### src/rtl/fifo_wr_sched.sv
// Round-robin scheduler sharing one FIFO write port among NUM_REQ requesters, write-clock domain.
// Optional statistics outputs (stall_cnt, burst_done) are enabled by defining FIFO_WR_SCHED_STATS_EN.
module fifo_wr_sched #(
  parameter int DATA_WIDTH   = 8,
  parameter int NUM_REQ      = 4,
  parameter int MAX_BURST    = 8,
  parameter int IDLE_TIMEOUT = 4
) (
  input  logic                          w_clk,
  input  logic                          presetfull,
  input  logic [NUM_REQ-1:0]            req,
  input  logic [NUM_REQ-1:0]            req_last,
  input  logic [NUM_REQ*DATA_WIDTH-1:0] req_data,
  input  logic                          fifo_full,
  output logic [NUM_REQ-1:0]            gnt,
  output logic [NUM_REQ-1:0]            ack,
  output logic                          fifo_write_en,
  output logic [DATA_WIDTH-1:0]         fifo_w_data,
`ifdef FIFO_WR_SCHED_STATS_EN
  output logic [15:0]                   stall_cnt,
  output logic                          burst_done,
`endif
  output logic                          busy
);

  localparam int IDX_W = (NUM_REQ > 1) ? $clog2(NUM_REQ) : 1;
  localparam logic [7:0] BEAT_LAST = 8'(MAX_BURST - 1);
  localparam logic [3:0] IDLE_LAST = 4'(IDLE_TIMEOUT - 1);

  typedef enum logic {IDLE, BURST} state_t;

  state_t             state, state_next;
  logic [IDX_W-1:0]   owner, last_owner, winner;
  logic               found;
  logic [7:0]         beat_cnt;
  logic [3:0]         idle_cnt;
  logic               owner_req, owner_last, write_now, burst_end, take_grant;
  logic [DATA_WIDTH-1:0] owner_data;

  // Round-robin search starting just after the previous owner.
  always_comb begin
    found  = 1'b0;
    winner = '0;
    for (int k = 1; k <= NUM_REQ; k++) begin
      logic [IDX_W-1:0] cand;
      cand = IDX_W'((int'(last_owner) + k) % NUM_REQ);
      if (!found && req[cand]) begin
        found  = 1'b1;
        winner = cand;
      end
    end
  end

  always_comb begin
    owner_data = '0;
    for (int i = 0; i < NUM_REQ; i++) begin
      if (owner == IDX_W'(i)) owner_data = req_data[i*DATA_WIDTH +: DATA_WIDTH];
    end
  end

  assign owner_req     = req[owner];
  assign owner_last    = req_last[owner];
  assign busy          = (state == BURST);
  assign write_now     = busy && owner_req && !fifo_full;
  assign fifo_write_en = write_now;
  assign fifo_w_data   = owner_data;

  always_comb begin
    ack = '0;
    if (write_now) ack[owner] = 1'b1;
  end

  always_comb begin
    state_next = state;
    burst_end  = 1'b0;
    take_grant = 1'b0;
    case (state)
      IDLE: begin
        if (found) begin
          take_grant = 1'b1;
          state_next = BURST;
        end
      end
      BURST: begin
        // A full FIFO freezes both counters, so neither end condition can fire while stalled.
        if (write_now && (owner_last || beat_cnt == BEAT_LAST)) begin
          burst_end  = 1'b1;
          state_next = IDLE;
        end else if (!fifo_full && !owner_req && idle_cnt == IDLE_LAST) begin
          burst_end  = 1'b1;
          state_next = IDLE;
        end
      end
      default: state_next = IDLE;
    endcase
  end

  always_ff @(posedge w_clk or posedge presetfull) begin
    if (presetfull) state <= IDLE;
    else            state <= state_next;
  end

  always_ff @(posedge w_clk or posedge presetfull) begin
    if (presetfull) begin
      gnt        <= '0;
      owner      <= '0;
      last_owner <= IDX_W'(NUM_REQ - 1);
      beat_cnt   <= '0;
      idle_cnt   <= '0;
    end else if (take_grant) begin
      gnt        <= NUM_REQ'(1) << winner;
      owner      <= winner;
      last_owner <= winner;
      beat_cnt   <= '0;
      idle_cnt   <= '0;
    end else if (busy) begin
      if (burst_end) gnt <= '0;
      if (!fifo_full) begin
        if (owner_req) begin
          idle_cnt <= '0;
          beat_cnt <= beat_cnt + 8'd1;
        end else begin
          idle_cnt <= idle_cnt + 4'd1;
        end
      end
    end
  end

`ifdef FIFO_WR_SCHED_STATS_EN
  always_ff @(posedge w_clk or posedge presetfull) begin
    if (presetfull) begin
      stall_cnt  <= '0;
      burst_done <= 1'b0;
    end else begin
      burst_done <= burst_end;
      if (busy && owner_req && fifo_full && stall_cnt != 16'hFFFF)
        stall_cnt <= stall_cnt + 16'd1;
    end
  end
`endif

endmodule

### config.mk
export PLATFORM = sky130hd
export DESIGN_NAME = fifo_wr_sched
export DESIGN_NICKNAME = d
export VERILOG_FILES = /design/src/rtl/fifo_wr_sched.sv
export SDC_FILE = /design/constraint.sdc
export NUM_CORES = 1
export LEC_CHECK = 0
export ABC_AREA = 0
export CORE_UTILIZATION = 42
export CTS_CLUSTER_DIAMETER = 60
export DETAILED_ROUTE_END_ITERATION = 7
export GPL_ROUTABILITY_DRIVEN = 0
export GPL_TIMING_DRIVEN = 0
export PLACE_DENSITY = 0.79
export SYNTH_ARGS = -nofsm -noshare
export SYNTH_HDL_FRONTEND = slang
export SYNTH_SLANG_ARGS = --single-unit
### constraint.sdc
create_clock -name w_clk -period 2.05 [get_ports w_clk]
set_clock_uncertainty 0.15 [all_clocks]
set_input_delay 0.3075 -clock w_clk [delete_from_list [all_inputs] [get_ports w_clk]]
set_output_delay 0.3075 -clock w_clk [all_outputs]
set_load 0.05 [all_outputs]
# Yosys cells after proc, flatten, opt, wreduce, memory -nomap -nowiden
# Cells that the tools add are included.
classes:
  n_addsub: 6
  n_mul: 0
  div: 0
  order_cmp: 6
  eq_ne: 6
  shift: 1
  n_mux: 46
  bitwise: 1
  reduce_logical: 22
ops:
  columns: ["op", "n"]
  rows:
  - ["8-bit 2-to-1 mux", 8]
  - ["4-bit 2-to-1 mux", 8]
  - ["1-bit 2-to-1 mux", 18]
  - ["2-bit by 3-bit less-than comparator with 1-bit output (second input constant)", 5]
  - ["1-bit binary-select mux with 2-bit select", 6]
  - ["1-bit logical AND", 9]
  - ["8-bit by 1-bit adder with 8-bit output (second input constant)", 1]
  - ["8-bit by 3-bit equality test with 1-bit output (second input constant)", 1]
  - ["2-bit 2-to-1 mux", 4]
  - ["2-bit nonzero test", 3]
  - ["1-bit zero test", 5]
  - ["2-bit by 1-bit adder with 2-bit output (second input constant)", 2]
  - ["2-bit adder (second input constant)", 2]
  - ["4-bit by 1-bit adder with 4-bit output (second input constant)", 1]
  - ["2-bit equality test (second input constant)", 2]
  - ["4-bit by 2-bit equality test with 1-bit output (second input constant)", 1]
  - ["2-bit AND reduction", 2]
  - ["1-bit by 2-bit << shifter with 4-bit output (first input constant)", 1]
  - ["3-bit AND reduction", 1]
  - ["1-bit demux with 2-bit select", 1]
  - ["2-bit by 1-bit equality test with 1-bit output (second input constant)", 1]
  - ["2-bit by 1-bit >= comparator with 1-bit output (second input constant)", 1]
  - ["2-bit zero test", 1]
  - ["2-bit by 1-bit != test with 1-bit output (second input constant)", 1]
  - ["3 further kinds", 3]
totals:
  ff_bits: 21
  latch_bits: 0
  ramBits: 0
  mem_bits_ro: 0
  in_bits: 43
  output_inout_bits: 18
  elab_cells: 94
  mem_count: 0

# Longest topological paths before layout
# Gate-level depths: netlist of the first run.
logic_depth:
  depth_word: 17
  ltp_mapped: 6
  mapped_depth_nobuf: 5

# Worst setup path after synthesis of the first run
# OpenSTA, ideal clock, no wires.
synth_path:
  path_kind: "register to output"
  startpoint: "reg state (netlist: busy)"
  endpoint: "out ack[0]"
  arrival_ns: 1.779
  t_required_ns: 1.592
  setup_slack_ns: -0.186
  stages_incl_launch_ff: 5
  path_buffers: 1
  path_cell_list: "dfrtp_1 > buf_4 > nor3b_2 > nand2_1 > nor2_1"
synth_via:
  elab_chain_len: 3
synth_rtl:
  columns: ["element", "line_no", "source"]
  rows:
  - ["start: declaration", "32", "state_t state, state_next;"]
  - ["start signal: assignment", "100", "else state <= state_next;"]
  - ["1-bit logical AND (2 in a row)", "64", "assign write_now = busy && owner_req && !fifo_full;"]
  - ["4-bit 2-to-1 mux", "70", "if (write_now) ack[owner] = 1'b1;"]
  - ["end: declaration", "16", "output logic [NUM_REQ-1:0] ack,"]
# No other way between the ends.

# Worst setup path after layout of the first run
layout_path:
  startpoint: "reg owner[1]"
  endpoint: "out fifo_write_en"
layout_via:
  elab_chain_len: 4
layout_rtl:
  columns: ["element", "line_no", "source"]
  rows:
  - ["start: declaration", "33", "logic [IDX_W-1:0] owner, last_owner, winner;"]
  - ["start signal: assignment", "112", "owner <= winner;"]
  - ["1-bit binary-select mux with 2-bit select", "61", "assign owner_req = req[owner];"]
  - ["1-bit 2-to-1 mux (not written as such)", "61", null]
  - ["1-bit logical AND (2 in a row)", "64", null]
  - ["end: declaration", "17", "output logic fifo_write_en,"]
# No other way between the ends. The select of a mux whose other input is x is not followed.

==> flow_summary.json, run 1 <==
{
  "run_status": "complete, but fails checks",
  "violations": "setup timing",
  "core_um2": 3150,
  "post-route-period-util": 1.02,
  "cts_buffer_depth": 2,
  "fill_cells": 249,
  "syn2layout_area_growth_pct": 56.2,
  "tns_ns": -0.120,
  "cp.arrival_ns": 1.64,
  "critical_path_class": "register to primary output",
  "drcViolationCount": 0,
  "root_buffer": "clkbuf_4",
  "grt_overflow": 0,
  "rr_endpoint": "gnt[0]$_DFFE_PP0P_",
  "critPathBufInv": 3,
  "die_h_um": 60.4,
  "critPathLaunchType": "register",
  "crit_fanout": 5,
  "period_minus_slack_ns": 2.09,
  "crit_chain": "mux2_4 > a22oi_2 > buf_6 > inv_4 > buf_8",
  "syn_inst": 139,
  "path_delay_family": "flip-flops",
  "routedWlPerCell_um": 16.9,
  "clkTransAtPathRegs_ns": 0.13,
  "cts_tree": "done",
  "power_mw": 2.94,
  "hp-class": "primary input to asynchronous set/reset pin",
  "dp.final_hpwl_um": 3090,
  "via_count": 1453,
  "cpMaxStageDelayCell": "dfrtp_2",
  "cts_buffers": 3,
  "die_area_um2": 3650,
  "slew_viol_final": 0,
  "postRouteWirelength_um": 4320,
  "drt_iter0_markers": 58,
  "r2r_start": "owner[0]$_DFFE_PP0N_",
  "grt_usage": 0.235,
  "power_density_nw_per_um2": 1310,
  "worst_pin_slew_ns": 0.799,
  "final_nets": 258,
  "cts.hold.buffers_added": 0,
  "grt_pass1_wl_um": 6290,
  "clkLatencyLatePin_ns": 0.32,
  "synth-seq-cells": 21,
  "start_util": 0.454,
  "critPathCaptureType": "primary output",
  "max_slew_margin": 0.467,
  "syn-cell-area_um2": 1430,
  "die-width_um": 60.4,
  "fmax_mhz": 477,
  "utilization": 0.709,
  "rsz0062_at_grt": "true",
  "ys_types": 45,
  "postRouteAntennaNets": 0,
  "ios": 61,
  "instances_no_fill": 256,
  "grt_max_degree": 22,
  "drive_gt1_frac": 0.288,
  "setup_violations": 9,
  "num_antenna_cells": 0,
  "io_buffers": 60,
  "cp.required_ns": 1.59,
  "htree_levels": 1,
  "syn_nets": 184,
  "p_leak_nw": 0.947,
  "pre_cts_ws_ns": -0.922,
  "antenna_found_initial": 0,
  "ir_drop_uv": 752,
  "finalHoldViolations": 0,
  "setup_ws_ns": -0.0447,
  "grt_pass1_vias": 1372,
  "r2r_slack_ns": 0.05,
  "avgSynthCellArea_um2": 10.3,
  "ys_warn_count": 0,
  "r2r_cells": 5,
  "rows": 20,
  "ys_seq_area_frac": 0.369,
  "timing.max_cap.violations": 0,
  "crit_path_max_incr_delay_ns": 0.46,
  "vias_per_cell": 5.68,
  "numClockSinks": 21,
  "dp.cells": 243,
  "firstDrtPassIters": 4
}
-- stage by stage --
stage	hold WS, ns	area [um^2]
6_report	0.270	2240
5_1_grt	0.393	2240
4_1_cts	0.316	2170
3_5_place_dp	0.361	2090
3_3_place_gp	0.353	2090
2_1_floorplan	0.132	1440
-- state kept, by name, summed over array words and instances (netlist names) --
register,cells
last_owner,2
owner,2
idle_cnt,4
beat_cnt,8
gnt,4
busy,1
-- repair_timing --
item / 4_1_cts / 5_1_grt
resized for setup: 93 / 13
setup endpoints to repair: 13 / 16
pin swaps: 1 / 4
buffers inserted: 7 / 3
-- cell usage after synthesis (all sizes together) --
master | count | area share
and3b | 2 | 0.012
nor4bb | 1 | 0.0070
o22ai | 1 | 0.0044
nor4 | 3 | 0.013
o32ai | 1 | 0.0061
mux2i | 2 | 0.014
nand3 | 2 | 0.0070
ha | 2 | 0.017
or2 | 1 | 0.0044
nor2b | 1 | 0.0044
or3b | 1 | 0.0061
and2 | 1 | 0.0044
o2bb2ai | 3 | 0.018
a21o | 3 | 0.016
nand2b | 4 | 0.017
nand4 | 2 | 0.0087
buf | 5 | 0.027
a21oi | 8 | 0.031
a31oi | 2 | 0.0087
dfrtp | 19 | 0.33
nand2 | 8 | 0.021
a22oi | 1 | 0.0087
nand3b | 1 | 0.0052
mux2 | 2 | 0.016
o31ai | 4 | 0.021
a31o | 1 | 0.0061
or4 | 3 | 0.016
o211ai | 2 | 0.014
mux4 | 10 | 0.16
clkbuf | 2 | 0.0052
dfstp | 2 | 0.037
o21ai | 4 | 0.014
nor3b | 1 | 0.0087
xor2 | 2 | 0.012
nor3 | 3 | 0.010
nor2 | 14 | 0.037
and3 | 2 | 0.0087
inv | 8 | 0.021
or3 | 5 | 0.022
-- cells by family after synthesis --
| group | count (synthesis) | share of synthesized area |
|---|---|---|
| xor+xnor | 2 | 0.0122 |
| flops | 21 | 0.369 |
| buf+inv | 15 | 0.0533 |
| compound gates | 30 | 0.148 |
| simple gates | 55 | 0.213 |
| mux | 14 | 0.187 |
| fa+ha+maj | 2 | 0.0175 |
-- placed cells by master (no fill, tap or decap), types with 2 or more instances in the layout --
master           synthesis  layout
nand2b_1                 4       4
ha_1                     2       2
and3_1                   2       2
dlygate4sd2_1            0       5
and3b_1                  2       2
nand2_1                  8       8
clkbuf_1                 2       2
buf_6                    1       9
a31oi_1                  2       2
nand3_1                  2       2
a21oi_1                  7       5
inv_1                    7       7
mux2i_1                  2       2
dfrtp_1                 19      17
o31ai_1                  4       4
dfstp_2                  2       2
or3_1                    5       5
nor4_1                   3       2
a21oi_2                  1       2
nor3_1                   3       3
buf_8                    0       2
o21ai_1                  4       4
or4_1                    3       2
buf_4                    3      11
clkdlybuf4s50_1          0      42
mux4_2                  10      10
nor2_2                   0       2
nor2_1                  14      12
nand4_1                  2       2
xor2_1                   2       2
clkbuf_4                 0       5
a21o_1                   3       3
o2bb2ai_1                3       3
buf_2                    1       3
dfrtp_2                  0       2
-- layout make-up --
type | count | area [um^2] | area share
Tap cell | 44 | 55.1 | 0.0246
Multi-Input combinational cell | 103 | 875 | 0.391
Timing Repair Buffer | 70 | 669 | 0.299
Clock buffer | 4 | 26.3 | 0.0118
Buffer | 6 | 47.5 | 0.0213
Sequential cell | 21 | 531 | 0.237
Inverter | 8 | 32.5 | 0.0145
-- per-layer routing --
layer | global-route usage | vias to the layer above | wire, um
li1 | - | 671 | -
met1 | 0.262 | 707 | 1590
met2 | 0.427 | 64 | 2200
met3 | 0.0554 | 11 | 416
met4 | 0.0963 | 0 | 110
met5 | 0 | - | 0
-- where the power goes --
group	leakage (nW)	switching (mW)	internal (mW)
sequential	0.270	0.113	0.551
combinational	0.661	1.16	0.898
clock	0.0150	0.137	0.0762
total	0.947	1.41	1.53
-- worst max-delay path by stage --
stage | from | to | slack (ns) | cells past startpoint
floorplan | busy$_DFF_PP0_ | beat_cnt[5]$_DFFE_PP0P_ | 0.12 | 5
global placement | req[3] | fifo_write_en | -0.89 | 6
detailed placement | req[3] | fifo_write_en | -0.92 | 6
CTS | owner[1]$_DFFE_PP0N_ | fifo_write_en | -0.06 | 6
global route | owner[1]$_DFFE_PP0N_ | fifo_write_en | -0.08 | 5
finish | owner[1]$_DFFE_PP0N_ | fifo_write_en | -0.04 | 5
Note: power is estimated with default switching activity, not from simulation.
==> run 2, diff against run 1 <==
ABC_CLOCK_PERIOD_IN_PS = 2050   (was default)
CORE_UTILIZATION = 25   (was 42)
HOLD_SLACK_MARGIN = 0.08   (was default)
PLACE_DENSITY = default   (was 0.79)
==> run 2 against run 1 <==
Compared with the run above:
- the run still ends with setup timing left
- flip-flop and latch count unchanged
- sequential power rose by 3%
- via count fell by 6.3%
- total power increased by 3.0%
- setup slack better by 0.042 ns
- clock-buffer cell count is 1 lower
- first-iteration DRC count is 47% lower
- routed wire length shrank 4.3%
- critical path type unchanged
- highest routed layer unchanged
==> flow_summary.json, run 2 (synthesis gave the netlist of run 1 again) <==
{
  "firstDrtPassIters": 4,
  "drcViolationCount": 0,
  "root_buffer": "clkbuf_8",
  "numClockSinks": 21,
  "p_comb_frac": 0.681,
  "use_met3": 0.0188,
  "rows": 27,
  "violations": "setup timing",
  "layout_common_cells": "clkdlybuf4s50_1, dfrtp_1, nor2_1, buf_6, mux4_2",
  "io_buffers": 60,
  "final_common_cell": "clkdlybuf4s50_1",
  "postRouteAntennaNets": 0,
  "setup_violations": 1,
  "die-width_um": 77.7,
  "cp.required_ns": 1.59,
  "cp.arrival_ns": 1.59,
  "ios": 61,
  "grt_pass1_vias": 1286,
  "cts_tree": "done",
  "antenna_found_initial": 0,
  "htree_levels": 1,
  "switching_share": 0.471,
  "design_area_um2": 2290,
  "dp.cells": 271,
  "p_seq_frac": 0.225,
  "critPathCaptureType": "primary output",
  "top_usage_layer": "met2",
  "internal_power_mw": 1.60,
  "die_area_um2": 6030,
  "die_h_um": 77.7,
  "grt_pass1_wl_um": 6520,
  "crit_fanout": 5,
  "fmax_mhz": 487,
  "met2_usage": 0.209,
  "rsz0062_at_grt": "true",
  "finalHoldViolations": 0,
  "p_leak_nw": 0.954,
  "post-route-period-util": 1.00,
  "core_um2": 5510,
  "clkTransAtPathRegs_ns": 0.08,
  "vias_per_cell": 4.83,
  "cts_buffers": 3,
  "grt_max_degree": 22,
  "grt_overflow": 0,
  "instances_no_fill": 282,
  "dp.final_hpwl_um": 2970,
  "hp-class": "primary input to asynchronous set/reset pin",
  "power_density_nw_per_um2": 1320,
  "p_clk_frac": 0.094,
  "final_nets": 256,
  "setup_ws_ns": -0.00250,
  "start_util": 0.260,
  "worst_pin_slew_ns": 0.800,
  "grt_usage": 0.140,
  "routedWlPerCell_um": 14.6,
  "met1_usage": 0.203,
  "slew_viol_final": 0,
  "critPathLaunchType": "register",
  "top_register": "beat_cnt",
  "postRouteWirelength_um": 4130,
  "cts_buffer_depth": 2,
  "drive_gt1_frac": 0.281,
  "critical_path_class": "register to primary output",
  "largest_register_ffs": 8,
  "cpMaxStageDelayCell": "mux4_2",
  "via_count": 1362,
  "max_slew_margin": 0.466,
  "crit_chain": "clkbuf_16 > mux4_2 > buf_6",
  "cts.hold.buffers_added": 0,
  "syn2layout_area_growth_pct": 59.7,
  "timing.max_cap.violations": 0,
  "drt_iter0_markers": 31,
  "placed_area_um2": 2130,
  "ir_drop_uv": 695,
  "crit_path_max_incr_delay_ns": 0.51,
  "switchingPower_mw": 1.42,
  "period_minus_slack_ns": 2.05,
  "num_antenna_cells": 0,
  "run_status": "complete, but fails checks",
  "reg_top3": "beat_cnt: 8 flops, gnt: 4 flops, idle_cnt: 4 flops",
  "clkLatencyLatePin_ns": 0.27,
  "power_mw": 3.03
}
-- run 2: cell types whose count changed in the layout (fill, tap and decap cells not counted), moves of 3 or more --
| cell | change |
|---|---|
| clkbuf_4 | -5 |
| buf_2 | +3 |
| clkbuf_8 | +3 |
| buf_4 | -4 |
-- run 2: final cells by class --
type	count	area [um^2]
Clock inverter	1	5.00
Clock buffer	3	41.3
Fill cell	546	3220
Timing Repair Buffer	68	667
Multi-Input combinational cell	103	867
Buffer	6	51.3
Tap cell	72	90.1
Inverter	8	32.5
Sequential cell	21	532
-- run 2: worst max-delay path: cells and delay by family, from the launching register on --
kind / cells / cell delay, ns
DFF: 1 / 0.47
buffers and inverters: 2 / 0.35
muxes: 1 / 0.51
-- run 2: final timing paths --
check,start,cells after the start,slack [ns],end
worst min-delay path,presetfull,2,0.33,gnt[2]$_DFFE_PP0P_
min in group w_clk,gnt[2]$_DFFE_PP0P_,2,0.38,gnt[2]$_DFFE_PP0P_
worst max-delay path,owner[0]$_DFFE_PP0N_,3,-0.002,fifo_w_data[6]
max in group asynchronous,presetfull,2,0.87,busy$_DFF_PP0_
worst max register to register,owner[0]$_DFFE_PP0N_,5,0.02,gnt[0]$_DFFE_PP0P_
worst min register to register,gnt[2]$_DFFE_PP0P_,2,0.38,gnt[2]$_DFFE_PP0P_
-- run 2: power groups by stage --
stage          logic (mW)  clock network [mW]  registers (mW)
3_5_place_dp         1.84                   0           0.659
6_report             2.06               0.283           0.681
3_3_place_gp         1.83                   0           0.654
5_1_grt              2.18               0.312           0.700
2_1_floorplan        1.15                   0           0.789
4_1_cts              1.96               0.294           0.653
-- run 2: per-stage QoR --
stage / setup WS, ns / util / hold WS, ns / TNS (ns)
final: -0.00250 / 0.415 / 0.333 / -0.00250
after global routing: -0.0474 / 0.415 / 0.394 / -0.385
after CTS: -0.0202 / 0.404 / 0.380 / -0.0202
after detailed placement: -0.988 / 0.387 / 0.361 / -10.83
after global placement: -0.983 / 0.387 / 0.358 / -11.12
after floorplan: 0.118 / - / 0.132 / 0
-- run 2: repair_timing --
item	4_1_cts	5_1_grt
resized for setup	85	20
cloned	0	1
endpoints found under the setup margin	17	19
setup buffers	7	0
pin swaps	1	1
-- run 2: routing by layer --
layer	vias up	share of wire
met3	5	0.019
met4	0	0.016
met5	-	0
met2	14	0.48
li1	669	-
met1	674	0.49
==> run 3, diff against run 2 <==
CAP_MARGIN = 30   (was default)
CORE_UTILIZATION = 30   (was 25)
HOLD_SLACK_MARGIN = default   (was 0.08)
==> run 3 against run 2 <==
Compared with the run above:
- the flow finishes with violations (DRC, setup timing)
- routed wire length down 2.0%
- global-route usage up 2.3 points
- sequential power down 3.4%
- core utilization up 7.4 points
- flip-flop and latch count unchanged
- clock power down 5%
- final area down 4.2%
- clock-buffer cell count up 1
- critical path type unchanged
- largest power group unchanged
==> flow_summary.json, run 3 (synthesis gave the netlist of run 1 again) <==
{
  "run_status": "complete, but fails checks",
  "violations": "DRC, setup timing",
  "dp.cells": 251,
  "instances_no_fill": 260,
  "root_buffer": "clkbuf_8",
  "ir_drop_uv": 636,
  "die-width_um": 71.1,
  "worst_pin_slew_ns": 0.838,
  "holdWs_ns": 0.365,
  "crit_path_max_incr_delay_ns": 0.37,
  "pre_cts_ws_ns": -0.910,
  "period_minus_slack_ns": 2.06,
  "final_nets": 254,
  "r2r_cells": 5,
  "clkTransAtPathRegs_ns": 0.08,
  "design_area_um2": 2190,
  "die_h_um": 71.1,
  "reg_top3": "beat_cnt: 8 flops, gnt: 4 flops, idle_cnt: 4 flops",
  "cp.arrival_ns": 1.60,
  "finalHoldViolations": 0,
  "setup_violations": 1,
  "cpMaxStageDelayCell": "dfrtp_1",
  "hp-class": "primary input to asynchronous set/reset pin",
  "htree_levels": 1,
  "cp_common_cell": "buf_6",
  "rsz0062_at_grt": "true",
  "largest_register_ffs": 8,
  "syn2layout_area_growth_pct": 53.0,
  "power_mw": 2.87,
  "die_area_um2": 5050,
  "drcViolationCount": 12,
  "fill_cells": 432,
  "tns_ns": -0.0109,
  "cts_tree": "done",
  "r2r_slack_ns": 0.06,
  "rows": 24,
  "placed_area_um2": 2100,
  "io_buffers": 60,
  "setup_ws_ns": -0.0109,
  "top_register": "beat_cnt",
  "clkLatencyLatePin_ns": 0.26,
  "numClockSinks": 21,
  "start_util": 0.320,
  "antenna_found_initial": 0,
  "rr_endpoint": "gnt[0]$_DFFE_PP0P_",
  "num_antenna_cells": 0,
  "routedWlPerCell_um": 15.6,
  "firstDrtPassIters": 7,
  "dp.final_hpwl_um": 3070,
  "max_slew_margin": 0.441,
  "path_delay_family": "buffers and inverters",
  "cts.hold.buffers_added": 0,
  "power_density_nw_per_um2": 1310,
  "utilization": 0.489,
  "via_count": 1418,
  "r2r_start": "idle_cnt[0]$_DFFE_PP0P_",
  "critPathLaunchType": "register",
  "critical_path_class": "register to primary output",
  "postRouteAntennaNets": 0,
  "p_leak_nw": 0.931,
  "crit_chain": "buf_6 > mux2_4 > a22oi_2 > buf_6 > inv_2 > buf_6",
  "cts_buffer_depth": 2,
  "slew_viol_final": 0,
  "grt_overflow": 0,
  "drive_gt1_frac": 0.260,
  "ios": 61,
  "cts_buffers": 3,
  "critPathBufInv": 4,
  "grt_max_degree": 22,
  "critPathCaptureType": "primary output",
  "grt_pass1_vias": 1338,
  "crit_fanout": 8,
  "final_common_cell": "clkdlybuf4s50_1",
  "fmax_mhz": 485,
  "cp.required_ns": 1.59,
  "grt_pass1_wl_um": 6460,
  "timing.max_cap.violations": 0,
  "grt_usage": 0.163,
  "postRouteWirelength_um": 4050,
  "core_um2": 4470,
  "drt_iter0_markers": 51,
  "layout_common_cells": "clkdlybuf4s50_1, dfrtp_1, nor2_1, buf_4, mux4_2",
  "post-route-period-util": 1.01,
  "vias_per_cell": 5.45
}
## run 3: cell types whose count changed in the layout (fill, tap and decap cells not counted), sizes merged
cell    change
clkinv      -1
buf         -1
## run 3: layout make-up
cell class | instances | area [um^2] | share of cell area
Sequential cell | 21 | 531 | 0.242
Tap cell | 52 | 65.1 | 0.0297
Inverter | 8 | 30.0 | 0.0137
Timing Repair Buffer | 65 | 598 | 0.273
Buffer | 7 | 63.8 | 0.0291
Multi-Input combinational cell | 103 | 857 | 0.391
Clock buffer | 4 | 45.0 | 0.0206
## run 3: what timing repair did
| action | CTS | global route |
|---|---|---|
| gates cloned | 0 | 0 |
| setup endpoints to repair | 18 | 16 |
| resized for setup | 82 | 13 |
| setup buffers | 4 | 1 |
| pin swaps | 1 | 2 |
## run 3: per-layer routing
metal  wire length (um)  track usage
met5                  0            0
met4                 39       0.0600
met3                371       0.0342
met2               1890        0.279
met1               1740        0.204
## run 3: where the power goes
group          internal, mW  switching [mW]  total [mW]
Sequential            0.552           0.107       0.658
Clock                 0.138           0.131       0.270
Combinational         0.818            1.12        1.94
Total                  1.51            1.36        2.87
## run 3: worst max-delay path by stage
stage                                    start                       to  slack [ns]  cells after the start
after floorplan                 busy$_DFF_PP0_  beat_cnt[5]$_DFFE_PP0P_        0.12                      5
after global placement                  req[3]            fifo_write_en       -0.92                      6
after detailed placement                req[3]            fifo_write_en       -0.91                      6
after CTS                 owner[1]$_DFFE_PP0N_            fifo_write_en       -0.02                      6
after global routing      owner[1]$_DFFE_PP0N_            fifo_write_en       -0.07                      6
final                     owner[1]$_DFFE_PP0N_            fifo_write_en       -0.01                      6
==> variant, RTL diff (flow settings as in run 1) <==
The option `FIFO_WR_SCHED_STATS_EN` is turned on by a define.
--- a/src/rtl/fifo_wr_sched.sv
+++ b/src/rtl/fifo_wr_sched.sv
@@ -1,5 +1,7 @@
 // Round-robin scheduler sharing one FIFO write port among NUM_REQ requesters, write-clock domain.
 // Optional statistics outputs (stall_cnt, burst_done) are enabled by defining FIFO_WR_SCHED_STATS_EN.
+`define FIFO_WR_SCHED_STATS_EN
+
 module fifo_wr_sched #(
   parameter int DATA_WIDTH   = 8,
   parameter int NUM_REQ      = 4,
Function (old outputs only; new: burst_done and stall_cnt): kept (equiv_simple and equiv_induct, registers matched by name and starting in step).
==> variant against run 1 <==
- the run still ends with negative setup slack left
- sequential cell count rose by 17
- clock power grew to 2.6 times the old value
- final area up 52%
- area after synthesis rose by 50%
- worst setup slack got worse by 0.29 ns
- total power is 44% higher
- register-to-register slack lost 0.38 ns
- routed wire length up 36%
- count of clock-buffer cells in the layout up 2
- largest power group unchanged
- highest routed layer unchanged
==> variant: results (changes against run 1) <==
stage;metric;value;unit;change
status;outcome;finished with violations;;
drt;drt_first_iter_violations;123;;+110%
power;ir_worst_vdd;898.9;uV;+20%
sta;setup_viol;17;;+8
clock_tree;cts-htree-levels;2;;+1
place;post_dp_cell_area;3054;um^2;+46%
drt;routed_via_density;5.313;;-6.4%
layout;buffers;98;;+29%
clock_tree;cts-root-buf;clkbuf_8;;
logic_synthesis;netlist_top_cells_count;36 x dfrtp_1, 20 x nor2_1, 14 x nand2_1, 14 x xor2_1;;
place;port_buffers;77;;+28%
sta;post-route-worst-setup-slack;-0.3321;ns;-0.2873 ns
worst_setup_path;cp-endpoint;gnt[2];;
layout;number_of_clock_tree_buffers_in_the_layout;6;;+2
logic_synthesis;synth.yosys.seq_area_share;44.43;%;+7.5 points
worst_setup_path;critPathSlowestCell;mux4_2;;
status;failed_checks;negative setup slack;;
sta;max_slew.worst_pin.slew;0.7639;ns;-0.03524 ns
logic_synthesis;post_synth_num_cell_types;42;;-6.7%
place;detailedPlace.worstSlack;-0.9118;ns;+0.01050 ns
grt;pin_count_of_the_biggest_net_entering_global_routing;39;;+77%
layout;multi_input_combinational_area_share;36.79;%;-2.3 points
layout;design_area;3401;um^2;+52%
layout;clk_share;2.796;%;+1.6 points
layout;multi_input_cells;152;;+48%
clock_tree;cts_repair_resize_count;88;;-5.4%
clock_tree;cts_made_buffers;5;;+2
## variant: cells by family after synthesis
group,after synthesis,synth area share [%]
buffers and inverters,12,2.507
muxes,13,12.48
DFF,38,44.43
and+or+nand+nor,90,22.27
AOI/OAI and AO/OA,29,9.621
adders and majority gates,3,1.749
xor gates and xnor gates,17,6.939
## variant: routing by layer
metal	global-route usage, %	routed length (um)
met5	0	0
met2	31.29	2972
met4	5.342	32
met3	5.761	170
met1	30.75	2676
## variant: stage by stage
| step | instances | hold slack (ns) | setup TNS (ns) |
|---|---|---|---|
| 2_1_floorplan | 202 | 0.3214 | -1.681 |
| 3_3_place_gp | 346 | 0.3170 | -24.59 |
| 3_5_place_dp | 346 | 0.3213 | -21.09 |
| 4_1_cts | 360 | 0.3343 | -3.594 |
| 5_1_grt | 368 | 0.3485 | -3.276 |
| 6_report | 368 | 0.3246 | -2.439 |
## variant: report_power, final
group | internal, uW | switching (uW)
combinational | 1110 | 1450
clock | 270 | 278
sequential | 941 | 172
